==> config.mk <==
export PLATFORM = sky130hd
export DESIGN_NAME = key_judge
export DESIGN_NICKNAME = d
export VERILOG_FILES = /design/src/rtl/key_judge_pkg.sv /design/src/rtl/key_judge_decode.sv /design/src/rtl/key_judge.sv
export SDC_FILE = /design/constraint.sdc
export NUM_CORES = 1
export LEC_CHECK = 0
export CAP_MARGIN = 20
export CORE_MARGIN = 8
export CORE_UTILIZATION = 34
export DETAILED_ROUTE_END_ITERATION = 7
export PLACE_DENSITY = 0.89
export SETUP_SLACK_MARGIN = 0.02
export SLEW_MARGIN = 10
export SYNTH_ARGS = -nofsm -noshare
export SYNTH_HDL_FRONTEND = slang
export SYNTH_HIERARCHICAL = 1
export SYNTH_SLANG_ARGS = --single-unit
==> constraint.sdc <==
create_clock -name clk -period 1.5 [get_ports clk]
set_clock_uncertainty 0.05 [all_clocks]
set_input_delay 0.3 -clock clk [delete_from_list [all_inputs] [get_ports clk]]
set_output_delay 0.3 -clock clk [all_outputs]
set_load 0.01 [all_outputs]
==> src/rtl/key_judge_pkg.sv <==
// key_judge_pkg: lane encodings, judge FSM states, default keycodes and
// the lane constants shared with the note-pattern generator.
package key_judge_pkg;

   typedef logic [2:0] lane_t;

   localparam lane_t LANE_NONE = 3'b000;
   localparam lane_t LANE_L    = 3'b100;
   localparam lane_t LANE_M    = 3'b010;
   localparam lane_t LANE_R    = 3'b001;

   // Lane set the pattern generator draws from, index 0 = left .. 2 = right
   localparam int    GEN_LANE_CNT = 3;
   localparam lane_t GEN_LANES [GEN_LANE_CNT] = '{LANE_L, LANE_M, LANE_R};

   localparam logic [7:0] KEY_NONE  = 8'h00;
   localparam logic [7:0] KEY_L_DEF = 8'h04;
   localparam logic [7:0] KEY_M_DEF = 8'h16;
   localparam logic [7:0] KEY_R_DEF = 8'h07;

   typedef enum logic [2:0] {
      ST_IDLE    = 3'd0,
      ST_ARM     = 3'd1,
      ST_PRESS   = 3'd2,
      ST_RELEASE = 3'd3,
      ST_OVER    = 3'd4
   } state_t;

   function automatic logic [15:0] sat_inc16(input logic [15:0] v);
      return (v == 16'hFFFF) ? v : v + 16'd1;
   endfunction

   function automatic logic [7:0] sat_inc8(input logic [7:0] v);
      return (v == 8'hFF) ? v : v + 8'd1;
   endfunction

endpackage

==> src/rtl/key_judge_decode.sv <==
// key_decode: maps a USB keycode onto a one-hot lane; unmapped or zero
// keycodes produce valid = 0 and lane = LANE_NONE.
module key_decode
   import key_judge_pkg::*;
#(
   parameter logic [7:0] KEY_L = KEY_L_DEF,
   parameter logic [7:0] KEY_M = KEY_M_DEF,
   parameter logic [7:0] KEY_R = KEY_R_DEF
)(
   input  logic [7:0] keycode,
   output lane_t      lane,
   output logic       valid
);

   // Pure lookup; keycode 0 never decodes even if a lane key is set to 0
   always_comb begin
      lane  = LANE_NONE;
      valid = 1'b0;
      if (keycode != KEY_NONE) begin
         if (keycode == KEY_L) begin
            lane  = LANE_L;
            valid = 1'b1;
         end else if (keycode == KEY_M) begin
            lane  = LANE_M;
            valid = 1'b1;
         end else if (keycode == KEY_R) begin
            lane  = LANE_R;
            valid = 1'b1;
         end
      end
   end

endmodule

==> src/rtl/key_judge.sv <==
// key_judge: judges player key presses against the current pattern row,
// keeps score/combo/miss counts and decides game over / win.
//
//   state      | meaning
//   -----------+-----------------------------------------------------
//   ST_IDLE    | after reset, waiting for StartGame
//   ST_ARM     | game started, waiting for all keys up before judging
//   ST_PRESS   | expected lane latched, judging keys, frame timer runs
//   ST_RELEASE | key judged, waiting for key up
//   ST_OVER    | game ended (win or loss), outputs frozen
module key_judge
   import key_judge_pkg::*;
#(
   parameter logic [7:0] KEY_L      = KEY_L_DEF,
   parameter logic [7:0] KEY_M      = KEY_M_DEF,
   parameter logic [7:0] KEY_R      = KEY_R_DEF,
   parameter int         TIMEOUT_FR = 90,
   parameter int         MAX_MISS   = 5,
   parameter int         ROWS       = 100
)(
   input  logic                 clk,
   input  logic                 Reset,
   input  logic                 StartGame,
   input  logic                 frame_tick,
   input  logic [7:0]           keycode,
   input  logic [ROWS-1:0][2:0] array_in,
   input  logic [6:0]           row_counter1,
   output logic                 correct_key1,
   output logic                 wrong_key,
   output logic                 is_GameOver,
   output logic                 win,
   output logic [15:0]          score,
   output logic [7:0]           combo,
   output logic [3:0]           misses
);

   localparam int            FW      = $clog2(TIMEOUT_FR + 1);
   localparam logic [FW-1:0] FR_LOAD = FW'(TIMEOUT_FR);
   localparam logic [FW-1:0] FR_TC   = FW'(1);

   logic          rst_meta;
   logic          rst_n;
   state_t        state;
   lane_t         exp_lane;
   lane_t         key_lane;
   logic          key_valid;
   logic [FW-1:0] frame_cnt;
   logic          row_oob;
   logic          row_last;
   logic          miss_limit;
   logic          abort;
   logic          press_exit;
   logic          timeout_hit;

   key_decode #(
      .KEY_L (KEY_L),
      .KEY_M (KEY_M),
      .KEY_R (KEY_R)
   ) u_decode (
      .keycode (keycode),
      .lane    (key_lane),
      .valid   (key_valid)
   );

   // Reset asserts immediately, releases two clk edges after Reset rises
   always_ff @(posedge clk or negedge Reset) begin
      if (!Reset) begin
         rst_meta <= 1'b0;
         rst_n    <= 1'b0;
      end else begin
         rst_meta <= 1'b1;
         rst_n    <= rst_meta;
      end
   end

   assign row_oob    = (int'(row_counter1) >= ROWS);
   assign row_last   = (int'(row_counter1) == ROWS - 1);
   assign miss_limit = (int'(misses) >= MAX_MISS);
   assign abort      = row_oob || miss_limit;

   // Any event that takes PRESS elsewhere this cycle; a judged key beats a timeout
   assign press_exit  = StartGame || abort || key_valid;
   assign timeout_hit = (state == ST_PRESS) && frame_tick && !press_exit
                        && (frame_cnt == FR_TC);

   // Frame timeout down-counter, reloaded whenever PRESS is not being held
   always_ff @(posedge clk or negedge rst_n) begin
      if (!rst_n) begin
         frame_cnt <= '0;
      end else if ((state != ST_PRESS) || press_exit) begin
         frame_cnt <= FR_LOAD;
      end else if (frame_tick) begin
         frame_cnt <= (frame_cnt == FR_TC) ? FR_LOAD : frame_cnt - FR_TC;
      end
   end

   // Judge FSM with registered pulses and counters
   always_ff @(posedge clk or negedge rst_n) begin
      if (!rst_n) begin
         state        <= ST_IDLE;
         exp_lane     <= LANE_NONE;
         correct_key1 <= 1'b0;
         wrong_key    <= 1'b0;
         is_GameOver  <= 1'b0;
         win          <= 1'b0;
         score        <= '0;
         combo        <= '0;
         misses       <= '0;
      end else begin
         correct_key1 <= 1'b0;
         wrong_key    <= 1'b0;
         if (StartGame) begin
            state       <= ST_ARM;
            is_GameOver <= 1'b0;
            win         <= 1'b0;
            score       <= '0;
            combo       <= '0;
            misses      <= '0;
         end else begin
            unique case (state)
               ST_IDLE: begin
               end
               ST_ARM, ST_RELEASE: begin
                  if (abort) begin
                     state       <= ST_OVER;
                     is_GameOver <= 1'b1;
                     win         <= 1'b0;
                  end else if (keycode == KEY_NONE) begin
                     exp_lane <= array_in[row_counter1];
                     state    <= ST_PRESS;
                  end
               end
               ST_PRESS: begin
                  if (abort) begin
                     state       <= ST_OVER;
                     is_GameOver <= 1'b1;
                     win         <= 1'b0;
                  end else if (key_valid) begin
                     if (key_lane == exp_lane) begin
                        correct_key1 <= 1'b1;
                        score        <= sat_inc16(score);
                        combo        <= sat_inc8(combo);
                        if (row_last) begin
                           state       <= ST_OVER;
                           is_GameOver <= 1'b1;
                           win         <= 1'b1;
                        end else begin
                           state <= ST_RELEASE;
                        end
                     end else begin
                        wrong_key <= 1'b1;
                        misses    <= misses + 4'd1;
                        combo     <= '0;
                        state     <= ST_RELEASE;
                     end
                  end else if (timeout_hit) begin
                     wrong_key <= 1'b1;
                     misses    <= misses + 4'd1;
                     combo     <= '0;
                  end
               end
               ST_OVER: begin
               end
               default: state <= ST_IDLE;
            endcase
         end
      end
   end

endmodule

# Word-level counts from Yosys, hierarchy flattened

Index checks and enable logic that the tools add are counted.

Flip-flop bits (word level): 47
Latch bits: 0
RAM bits: 0
ROM bits: 0
Bits of input ports: 319
Word-level logic and storage cells: 131
Memories: 0

Add/sub/neg operators: 4
Multiply operators: 0
Div/mod/pow operators: 0
$lt $le $gt $ge: 3
Eq/ne operators: 23
Shift-type cells: 0
Mux-type cells: 62
Bitwise gates (word level): 2
Reduce and logical (&&, ||, !) cells: 25

Operators with widths:

| cell                                                                 | count |
|---|---|
| 16-bit 2-to-1 mux                                                    | 6 |
| 8-bit 2-to-1 mux                                                     | 7 |
| 3-bit 2-to-1 mux                                                     | 11 |
| 1-bit 2-to-1 mux                                                     | 25 |
| 4-bit 2-to-1 mux                                                     | 6 |
| 3-bit binary-select mux with 7-bit select                            | 1 |
| 7-bit 2-to-1 mux                                                     | 3 |
| 16-bit by 1-bit adder with 16-bit output, second input constant      | 1 |
| 16-bit == test, second input constant                                | 1 |
| 8-bit by 3-bit == test with 1-bit output, second input constant      | 2 |
| 4-bit != test, second input constant                                 | 4 |
| 4-bit AND reduction                                                  | 3 |
| 5-bit AND reduction                                                  | 2 |
| 3-bit one-hot mux with 3 select lines                                | 1 |
| 8-bit by 1-bit adder with 8-bit output, second input constant        | 1 |
| 8-bit by 5-bit == test with 1-bit output, second input constant      | 1 |
| 8-bit == test, second input constant                                 | 1 |
| 8-bit logical NOT                                                    | 1 |
| 7-bit by 8-bit < comparator with 1-bit output, second input constant | 1 |
| 2-bit nonzero test                                                   | 4 |
| 8-bit nonzero test                                                   | 1 |
| 7-bit by 1-bit == test with 1-bit output, second input constant      | 1 |
| 7-bit by 6-bit == test with 1-bit output, second input constant      | 1 |
| 7-bit >= comparator, second input constant                           | 1 |
| 21 further kinds                                                     | 33 |

# Depth between registers and ports, before layout

Gate-level depths: netlist of run 1.

Depth after elaboration: 14
Gate-level depth with buffers: 10
Mapped depth without buffers: 9

# Cells and area by module

The synthesis of run 1 kept the hierarchy.

Modules (own cells, without submodules):

| module     | instances | cells each | area each (µm²) |
|---|---|---|---|
| key_judge  | 1         | 507        | 5,200.0 |
| key_decode | 1         | 10         | 68.8 |

# Worst setup path before layout of run 1

No wires, ideal clock.

Kind: in2reg
Start point: input keycode[5]
End point: register combo[3]
Setup time: 0.124 ns
Arrival: 2.575 ns
Data required time: 1.326 ns
Setup slack: -1.249 ns
Stages on the path: 10
Buffers on the path: 1
Path through: nor4_2 nand2_1 and4bb_1 xor2_1 or4_4 or4_4 buf_6 nand2_4 nor3_2 a211o_1

Cells in the longest elaborated chain, start to end: 11
Elaborated cells on any way between the ends: 25
Classes of those cells: 5 x eq/ne; 13 x mux; 7 x reduce/logical

RTL lines:

| item                                     | RTL line               | source |
|---|---|---|
| start, declared                          | key_judge.sv:25        | `input logic [7:0] keycode,` |
| 8-bit by 3-bit == test with 1-bit output | key_judge_decode.sv:26 | `end else if (keycode == KEY_R) begin` |
| 1-bit 2-to-1 mux                         | key_judge_decode.sv:26 |  |
| 3-bit 2-to-1 mux                         | key_judge_decode.sv:23 | `end else if (keycode == KEY_M) begin` |
| 3-bit 2-to-1 mux                         | key_judge_decode.sv:20 | `if (keycode == KEY_L) begin` |
| 3-bit 2-to-1 mux (*)                     | key_judge_decode.sv:19 | `if (keycode != KEY_NONE) begin` |
| named net key_lane[0]                    | key_judge.sv:45        | `lane_t key_lane;` |
| 3-bit == test (*)                        | key_judge.sv:139       | `if (key_lane == exp_lane) begin` |
| 8-bit 2-to-1 mux                         | key_judge.sv:139       |  |
| 8-bit 2-to-1 mux                         | key_judge.sv:138       | `end else if (key_valid) begin` |
| 8-bit 2-to-1 mux                         | key_judge.sv:134       | `if (abort) begin` |
| 8-bit 2-to-1 mux                         | key_judge.sv:120       | `unique case (state)` |
| 8-bit 2-to-1 mux                         | key_judge.sv:112       | `if (StartGame) begin` |
| end signal, assigned                     | key_judge.sv:142       | `combo <= sat_inc8(combo);` |
| end, declared                            | key_judge.sv:33        | `output logic [7:0] combo,` |

Mark *: on every way through the listed nets, which the timed path passes. The rest lies on a longest branch. The select of a mux whose other input is x is not followed.
A chain may end at the register's enable or synchronous reset.

# Worst setup path after layout of run 1

Start point: input keycode[3]
End point: register combo[3]

The elaborated chain is that of the path after synthesis.

==> run summary, run 1 <==
ROUTING
--------------------------------------------------------------------------------
Starting DRT DRC Count ............................................          459
Routed WL ......................................................... 29,200 microns
Routed via count ..................................................        6,789
First-pass iteration count of the detailed router .................            5
Via density per instance ..........................................         5.67
Average detailed-routed wire length per instance .................. 24.4 microns
Number of nets with antenna violations after detailed routing .....            0
DRC errors left ...................................................            0

CLOCK NETWORK
--------------------------------------------------------------------------------
Hold-fix buffers at CTS ...........................................            0
CTS buffer count ..................................................            5
Clock-pin slew on the worst setup and hold paths ..................      0.07 ns
Worst skew pair latency ...........................................      0.29 ns
Clock tree root driver cell ....................................... sky130_fd_sc_hd__clkbuf_16
Buffers from clock root to sink, at most ..........................            2
TritonCTS clock tree ..............................................        built
Number of sinks handled by clock tree synthesis ...................           47
Number of H-tree levels ...........................................            2

OUTCOME
--------------------------------------------------------------------------------
Result of the run ................................................. finished, violations left
Violated checks ................................................... negative setup slack

STA
--------------------------------------------------------------------------------
Unrepaired setup endpoints after global routing ...................         true
Final hold violation count ........................................            0
Worst-case setup margin in the final layout .......................     -1.01 ns
Highest achievable clock rate .....................................      399 MHz
Sum of negative setup slack .......................................    -31.81 ns
Count of pins over their slew limit ...............................            0
Hold slack final ..................................................     0.120 ns
Final setup violation count .......................................           45
Post-route fraction of the period consumed by the critical path ...         1.67
Clock period minus worst slack ....................................      2.51 ns

YOSYS
--------------------------------------------------------------------------------
Fraction of post-synthesis cell area in the top cell type by area .        0.244
Number of register bits inferred by synthesis .....................           47
Syn Area/Cell .....................................................   10.2 sq um
Count of distinct cell types in the synthesized netlist ...........           72
Gate count after technology mapping ...............................          517
Netlist area before placement .....................................   5270 sq um
Synth async-reset ratio ...........................................         1.00
Leading register cell type out of synthesis ....................... sky130_fd_sc_hd__dfrtp_1
Sequential fraction of the synthesis area .........................        0.223
Cell types occupying the most area after synthesis ................ sky130_fd_sc_hd__mux4_2 24%, sky130_fd_sc_hd__dfrtp_1 22%, sky130_fd_sc_hd__mux2i_1 6.3%
Post-synth net total ..............................................          843
Post-synth top area cell .......................................... sky130_fd_sc_hd__mux4_2
Number of flops mapped to enable cells by yosys ...................            0
Yosys warning total ...............................................            6

PLACED DESIGN
--------------------------------------------------------------------------------
Number of port buffers ............................................          350
Post-detail-place hpwl ............................................ 23,900 microns
Global placement routability congestion ...........................        0.941

FINAL LAYOUT
--------------------------------------------------------------------------------
Share of post-route cells with drive strength above 1 .............        0.351
Total number of nets in the final design ..........................        1,333
Layout overhead on the synthesized area ...........................         105%

CRITICAL PATH
--------------------------------------------------------------------------------
Crit path max fanout ..............................................            7
Signal arrival time at the worst endpoint .........................      2.64 ns
Required time of the critical path ................................      1.63 ns
Kind of start point of the critical path ..........................    input pin
Crit Path Class ...................................................       in2reg
Critical path capture point type ..................................         flop

FLOORPLANNING
--------------------------------------------------------------------------------
Starting density of the core ......................................        0.347
Core region area .................................................. 15,200 sq um
Horizontal die dimension ..........................................  140 microns
Die Footprint ..................................................... 19,700 sq um
# IOs .............................................................          351
Floorplan row count ...............................................           45
Chip Height .......................................................  140 microns

PWR
--------------------------------------------------------------------------------
Static Leakage ....................................................   0.00448 uW
Worst IR Drop VDD .................................................     0.543 mV
Internal power ....................................................      3500 uW
Part of the total power dissipated in sequential elements .........        0.270
Proportion of power drawn by the clock network ....................        0.275
Part of the power in combinational logic ..........................        0.455
Power per standard cell area ......................................  451 nW/um^2
Switching power summed over all nets ..............................      1360 uW
Switching share of power ..........................................        0.280

JOB
--------------------------------------------------------------------------------
Reported max-cap violation count ..................................            0

GLOBAL ROUTE
--------------------------------------------------------------------------------
Antenna violations before repair ..................................            3
Combined global-route utilization of all metal layers .............        0.283
Residual overflow from global routing .............................            0
Vias in the first global route ....................................        7,413
First-pass GRT wire length ........................................ 43,200 microns
Largest net degree at the start of global routing .................           20

HOLD PATH
--------------------------------------------------------------------------------
Hold/Removal Path Class ...........................................     in2async

-- power groups by stage --
stage / Sequential, uW / Combinational [uW] / Clock [uW]
global placement: 1330 / 2000 / 0
global route: 1310 / 2330 / 1400
finish: 1310 / 2210 / 1340
detailed placement: 1340 / 2030 / 0
floorplan: 1350 / 793 / 0
CTS: 1310 / 2170 / 1320
-- cell usage in the layout, fill, tap and decap left out, types with 6 or more instances in the layout --
cell type                         netlist  final
sky130_fd_sc_hd__clkdlybuf4s50_1        0    274
sky130_fd_sc_hd__buf_4                  8    152
sky130_fd_sc_hd__mux4_2                57     57
sky130_fd_sc_hd__dlygate4sd2_1          0     48
sky130_fd_sc_hd__dfrtp_1               47     44
sky130_fd_sc_hd__nor2_1                45     38
sky130_fd_sc_hd__nand2_1               36     34
sky130_fd_sc_hd__mux2i_1               33     32
sky130_fd_sc_hd__a21oi_1               28     22
sky130_fd_sc_hd__nand3_1               15     14
sky130_fd_sc_hd__buf_6                  5     14
sky130_fd_sc_hd__clkdlybuf4s15_1        0     13
sky130_fd_sc_hd__mux2_2                16     12
sky130_fd_sc_hd__xnor2_1               11     11
sky130_fd_sc_hd__buf_12                 0     10
sky130_fd_sc_hd__inv_1                 11      8
sky130_fd_sc_hd__xor2_1                 8      8
sky130_fd_sc_hd__o21ai_1                1      8
sky130_fd_sc_hd__and3_1                 7      7
sky130_fd_sc_hd__nand3b_1               7      7
sky130_fd_sc_hd__clkbuf_2               2      7
sky130_fd_sc_hd__nand4_1                6      6
sky130_fd_sc_hd__o21ai_0               17      6
sky130_fd_sc_hd__nor4_1                 8      6
sky130_fd_sc_hd__o221ai_1               8      6
-- sequential cells by signal, indices dropped and copies added, names as in the netlist, 3 cells and up --
name / flops
combo: 8
score: 16
exp_lane: 3
misses: 4
frame_cnt: 7
state: 3
-- cell type report --
class                   count  area, sq um
repair buffers            523         4890
fillers                  1047         4420
multi-input cells         418         4250
flip-flops and latches     47         1180
well taps                 188          235
clock buffers               5          125
clock inverters             3         47.5
inverters                  12         45.0
diodes                      2         5.00
-- Yosys cell counts (4+ instances only) --
cell type,n
sky130_fd_sc_hd__or3_1,4
sky130_fd_sc_hd__nor3_1,6
sky130_fd_sc_hd__nand2_1,36
sky130_fd_sc_hd__ha_1,7
sky130_fd_sc_hd__a211oi_1,7
sky130_fd_sc_hd__mux2i_1,33
sky130_fd_sc_hd__nand3_1,15
sky130_fd_sc_hd__and4_1,6
sky130_fd_sc_hd__o21ai_0,17
sky130_fd_sc_hd__xnor2_1,11
sky130_fd_sc_hd__a21oi_1,28
sky130_fd_sc_hd__o221ai_1,8
sky130_fd_sc_hd__mux4_2,57
sky130_fd_sc_hd__o41ai_1,4
sky130_fd_sc_hd__buf_4,8
sky130_fd_sc_hd__buf_6,5
sky130_fd_sc_hd__nor2b_1,7
sky130_fd_sc_hd__buf_2,11
sky130_fd_sc_hd__nand3b_1,7
sky130_fd_sc_hd__dfrtp_1,47
sky130_fd_sc_hd__a31oi_1,4
sky130_fd_sc_hd__clkbuf_1,13
sky130_fd_sc_hd__mux2_2,16
sky130_fd_sc_hd__and3_1,7
sky130_fd_sc_hd__a22oi_1,6
sky130_fd_sc_hd__and2_1,5
sky130_fd_sc_hd__o2111ai_1,4
sky130_fd_sc_hd__nand4_1,6
sky130_fd_sc_hd__nor2_1,45
sky130_fd_sc_hd__inv_1,11
sky130_fd_sc_hd__nor4_1,8
sky130_fd_sc_hd__xor2_1,8
-- worst max-delay path: stages --
cell	delay (ns)
sky130_fd_sc_hd__buf_6	0.10
sky130_fd_sc_hd__nor4_4	0.27
sky130_fd_sc_hd__nand2_1	0.09
sky130_fd_sc_hd__and4bb_1	0.30
sky130_fd_sc_hd__xor2_1	0.09
sky130_fd_sc_hd__or4_4	0.55
sky130_fd_sc_hd__or4_4	0.50
sky130_fd_sc_hd__nand2_4	0.10
sky130_fd_sc_hd__nor2_1	0.05
sky130_fd_sc_hd__a211o_1	0.28
-- repair_timing --
item                       in CTS  in global routing
setup endpoints to repair      77                 62
hold endpoints to repair        0                  0
resized for setup             175                 46
pin swaps                      44                 20
cloned                          0                  0
buffers inserted               18                 14
-- worst paths after layout --
path / cells past startpoint / slack [ns] / to / from
max: 10 / -1.01 / combo[3] / keycode[3]
min: 1 / 0.12 / rst_meta / Reset
max reg2reg: 8 / -0.76 / score[12] / misses[1]
min reg2reg: 0 / 0.17 / misses[1] / rst_n
max in group asynchronous: 1 / 0.73 / combo[2] / rst_n
min in group clk: 0 / 0.31 / rst_n / rst_meta
-- stage by stage --
step	cell area (sq um)	power (uW)	instances	setup WS (ns)	util
after global placement	10000	3330	1159	-1.72	0.658
final	10800	4860	1198	-1.01	0.709
after floorplan	5450	2140	517	-1.22	-
after global routing	10800	5040	1198	-1.13	0.709
after detailed placement	10000	3370	1159	-1.78	0.658
after CTS	10600	4800	1184	-0.974	0.698
-- layer usage --
| layer | vias up | share of wire | GRT usage |
|---|---|---|---|
| li1 | 3033 | - | - |
| met1 | 3342 | 0.38 | 0.327 |
| met2 | 351 | 0.52 | 0.510 |
| met3 | 61 | 0.079 | 0.0778 |
| met4 | 2 | 0.024 | 0.0633 |
| met5 | - | 0.00044 | 0 |
-- cell families (layout without fill, tap and decap cells) --
| family | count (synthesis) | after routing | synth area share |
|---|---|---|---|
| flip-flops | 47 | 47 | 0.223 |
| adder cells (fa/ha/maj) | 7 | 7 | 0.0166 |
| buffers and inverters | 52 | 543 | 0.0530 |
| XOR/XNOR | 19 | 19 | 0.0316 |
| AO/OA/AOI/OAI | 114 | 114 | 0.159 |
| multiplexers | 106 | 106 | 0.341 |
| other | 1 | 3 | 0.000712 |
| AND/OR/NAND/NOR | 171 | 171 | 0.175 |
Power figures use the tool's default switching activity.
==> inputs of run 2 (changes only) <==
ABC_AREA = 1   (was not set)
CORE_UTILIZATION = 36   (was 34)
==> run 2 against run 1 <==
- non-clock buffer count is 9 lower
- via count rose by 42%
- combinational power up 47%
- flip-flop and latch count is the same
- core utilization decreased by 1.4 points
- the run still ends with negative setup slack left
- synthesized cell count is 120% higher
- largest cell class unchanged
- cell count rose by 50%
- die area up 7.0%
==> run summary, run 2 <==
STA
--------------------------------------------------------------------------------
Highest achievable clock rate .....................................      434 MHz
Clock period minus worst slack ....................................      2.30 ns
Post-route fraction of the period consumed by the critical path ...         1.53
Worst-case setup margin in the final layout .......................    -0.802 ns
Unrepaired setup endpoints after global routing ...................         true
Final hold violation count ........................................            0
Sum of negative setup slack .......................................    -29.68 ns
Count of pins over their slew limit ...............................            0
Final setup violation count .......................................           46

CRITICAL PATH
--------------------------------------------------------------------------------
Required time of the critical path ................................      1.63 ns
Crit Path Class ...................................................      reg2reg
Crit path max fanout ..............................................            8
Critical path capture point type ..................................         flop
Highest cell delay on the worst timing path .......................      0.44 ns
Endpoint of the worst-slack reg-to-reg timing path ................    misses[1]
Cell repeated most along the worst path ........................... sky130_fd_sc_hd__nand2_4
Cell with the biggest individual delay on the critical path ....... sky130_fd_sc_hd__dfrtp_1
FF-to-FF setup slack ..............................................     -0.80 ns
Kind of start point of the critical path ..........................         flop
Worst reg2reg path startpoint .....................................    misses[1]
FF-to-FF path depth ...............................................           15
Signal arrival time at the worst endpoint .........................      2.43 ns
CP cell instances ................................................. inv_2 -> ha_4 -> clkinv_4 -> nand2_4 -> a21oi_4 -> nand2_4 -> nor2_8 -> nand2_4 -> nor2_4 -> nand2_4 -> nand2_4 -> buf_4 -> nand2_4 -> nand2_2 -> o21ai_1

GLOBAL ROUTE
--------------------------------------------------------------------------------
Vias in the first global route ....................................        9,435
Antenna violations before repair ..................................            4
Combined global-route utilization of all metal layers .............        0.301
First-pass GRT wire length ........................................ 51,400 microns
Largest net degree at the start of global routing .................           54
Residual overflow from global routing .............................            0

ROUTING
--------------------------------------------------------------------------------
Routed via count ..................................................        9,621
Average detailed-routed wire length per instance .................. 19.4 microns
DRC errors left ...................................................            0
Starting DRT DRC Count ............................................          842
Routed WL ......................................................... 34,800 microns
Number of nets with antenna violations after detailed routing .....            0
Via density per instance ..........................................         5.37
First-pass iteration count of the detailed router .................            5

YOSYS
--------------------------------------------------------------------------------
Number of flops mapped to enable cells by yosys ...................            0
Cell types occupying the most area after synthesis ................ sky130_fd_sc_hd__nand2_1 21%, sky130_fd_sc_hd__dfrtp_1 20%, sky130_fd_sc_hd__nand3_1 13%
Number of register bits inferred by synthesis .....................           47
Synth async-reset ratio ...........................................         1.00
Cell with the most instances after synthesis ...................... sky130_fd_sc_hd__nand2_1
Netlist area before placement .....................................   6020 sq um
Leading register cell type out of synthesis ....................... sky130_fd_sc_hd__dfrtp_1
Sequential fraction of the synthesis area .........................        0.195
Post-synth net total ..............................................        1,440
Post-synth top area cell .......................................... sky130_fd_sc_hd__nand2_1
Count of distinct cell types in the synthesized netlist ...........           39
Syn Area/Cell .....................................................   5.40 sq um
Yosys warning total ...............................................            6
Gate count after technology mapping ...............................        1,114
Top cells by count, synth ......................................... 337 x sky130_fd_sc_hd__nand2_1, 181 x sky130_fd_sc_hd__nor2_1, 159 x sky130_fd_sc_hd__nand3_1
Fraction of post-synthesis cell area in the top cell type by area .        0.210

FINAL LAYOUT
--------------------------------------------------------------------------------
Reg with most FFs .................................................        score
Commonest non-fill, non-tap cells in the layout ................... 310 x sky130_fd_sc_hd__nand2_1, 307 x sky130_fd_sc_hd__clkdlybuf4s50_1, 168 x sky130_fd_sc_hd__nor2_1, 157 x sky130_fd_sc_hd__nand3_1, 141 x sky130_fd_sc_hd__buf_4
Commonest non-fill, non-tap cell in the layout .................... sky130_fd_sc_hd__nand2_1
Fill cell count ...................................................        1,306
Core utilization of the finished layout ...........................        0.695
Number of flip-flops in the largest register ......................           16
Biggest regs ...................................................... score: 16 flops, combo: 8 flops, frame_cnt: 7 flops
Layout overhead on the synthesized area ...........................        90.0%
Total number of nets in the final design ..........................        1,895
Share of post-route cells with drive strength above 1 .............        0.199

CLOCK NETWORK
--------------------------------------------------------------------------------
Clock-pin slew on the worst setup and hold paths ..................      0.08 ns
Worst skew pair latency ...........................................      0.30 ns
Number of H-tree levels ...........................................            2
TritonCTS clock tree ..............................................        built
Clock tree root driver cell ....................................... sky130_fd_sc_hd__clkbuf_16
CTS buffer count ..................................................            5
Buffers from clock root to sink, at most ..........................            2
Number of sinks handled by clock tree synthesis ...................           47
Hold-fix buffers at CTS ...........................................            0

FLOORPLANNING
--------------------------------------------------------------------------------
Horizontal die dimension ..........................................  145 microns
# IOs .............................................................          351
Die Footprint ..................................................... 21,100 sq um
Floorplan row count ...............................................           47
Chip Height .......................................................  145 microns
Core region area .................................................. 16,500 sq um
Starting density of the core ......................................        0.366

PWR
--------------------------------------------------------------------------------
Power, Total ......................................................      6050 uW
Static Leakage ....................................................   0.00546 uW
Worst IR Drop VDD .................................................     0.670 mV
Power per standard cell area ......................................  529 nW/um^2

PLACED DESIGN
--------------------------------------------------------------------------------
Number of port buffers ............................................          350
Post-placement worst setup slack ..................................    -0.976 ns
Post-detail-place hpwl ............................................ 25,300 microns
Global placement routability congestion ...........................        0.969

OUTCOME
--------------------------------------------------------------------------------
Violated checks ................................................... negative setup slack
Result of the run ................................................. finished, violations left

JOB
--------------------------------------------------------------------------------
Reported max-cap violation count ..................................            0

HOLD PATH
--------------------------------------------------------------------------------
Hold/Removal Path Class ...........................................     in2async

## run 2: cell count changes after synthesis, sizes merged, moves of 8 or more
cell,delta
buf,+11
clkbuf,+15
inv,+89
mux2,-16
mux2i,-33
mux4,-57
nand2,+308
nand3,+145
nor2,+142
o21ai,+85
o221ai,-8
o31ai,+10
## run 2: critical path, delay by kind of cell (launching register included)
| family | cells | cell delay, ns |
|---|---|---|
| compound gates | 2 | 0.31 |
| fa+ha+maj | 1 | 0.18 |
| buf+inv | 3 | 0.29 |
| flops | 1 | 0.44 |
| simple gates | 9 | 0.91 |
## run 2: stage by stage
step / instance area, sq um / hold slack [ns] / cells
2_1_floorplan: 6040 / -0.0456 / 1114
3_3_place_gp: 10700 / 0.196 / 1754
3_5_place_dp: 10700 / 0.200 / 1754
4_1_cts: 11200 / 0.120 / 1783
5_1_grt: 11400 / 0.124 / 1792
6_report: 11400 / 0.113 / 1792
## run 2: worst max path at each step
| stage | depth (start not counted) | startpoint | slack (ns) | to |
|---|---|---|---|---|
| floorplan | 15 | misses[1] | -0.45 | score[6] |
| global placement | 17 | keycode[4] | -0.86 | score[6] |
| detailed placement | 17 | keycode[6] | -0.98 | score[13] |
| CTS | 15 | misses[1] | -0.54 | combo[4] |
| global route | 14 | misses[1] | -0.83 | misses[2] |
| finish | 15 | misses[1] | -0.80 | misses[1] |
## run 2: report_power, final
part / switching (uW) / internal, uW / total [uW]
sequential: 83.6 / 1340 / 1430
clock: 580 / 795 / 1370
combinational: 1570 / 1680 / 3250
total: 2230 / 3820 / 6050
## run 2: cells by family (layout without fill, tap and decap cells)
| group | after synthesis | count (layout) | share of synthesized area |
|---|---|---|---|
| AND/OR/NAND/NOR | 719 | 719 | 0.506 |
| buffers and inverters | 169 | 625 | 0.115 |
| AO/OA/AOI/OAI | 148 | 148 | 0.135 |
| flip-flops | 47 | 47 | 0.195 |
| XOR/XNOR | 23 | 23 | 0.0335 |
| adder cells (fa/ha/maj) | 7 | 7 | 0.0145 |
| other | 1 | 3 | 0.000623 |
## run 2: layer usage
layer | track usage | up-vias | part of all wire
met3 | 0.0600 | 137 | 0.085
met1 | 0.353 | 4399 | 0.38
li1 | - | 4469 | -
met2 | 0.518 | 612 | 0.48
met4 | 0.139 | 4 | 0.050
met5 | 0 | - | 0.00086
## run 2: area by class of cell
| cell class | count | area (sq um) | area share |
|---|---|---|---|
| clock inverters | 3 | 46.3 | 0.00405 |
| well taps | 220 | 275 | 0.0241 |
| multi-input cells | 898 | 4540 | 0.397 |
| diodes | 2 | 5.00 | 0.000438 |
| inverters | 103 | 409 | 0.0358 |
| flip-flops and latches | 47 | 1180 | 0.103 |
| repair buffers | 514 | 4850 | 0.424 |
| clock buffers | 5 | 125 | 0.0109 |
## run 2: timing repair
action                     4_1_cts  5_1_grt
cloned                           1        0
gates resized for setup        123       87
buffers inserted                20        9
pin swaps                       20       28
hold endpoints to repair         0        0
setup endpoints to repair       77       65
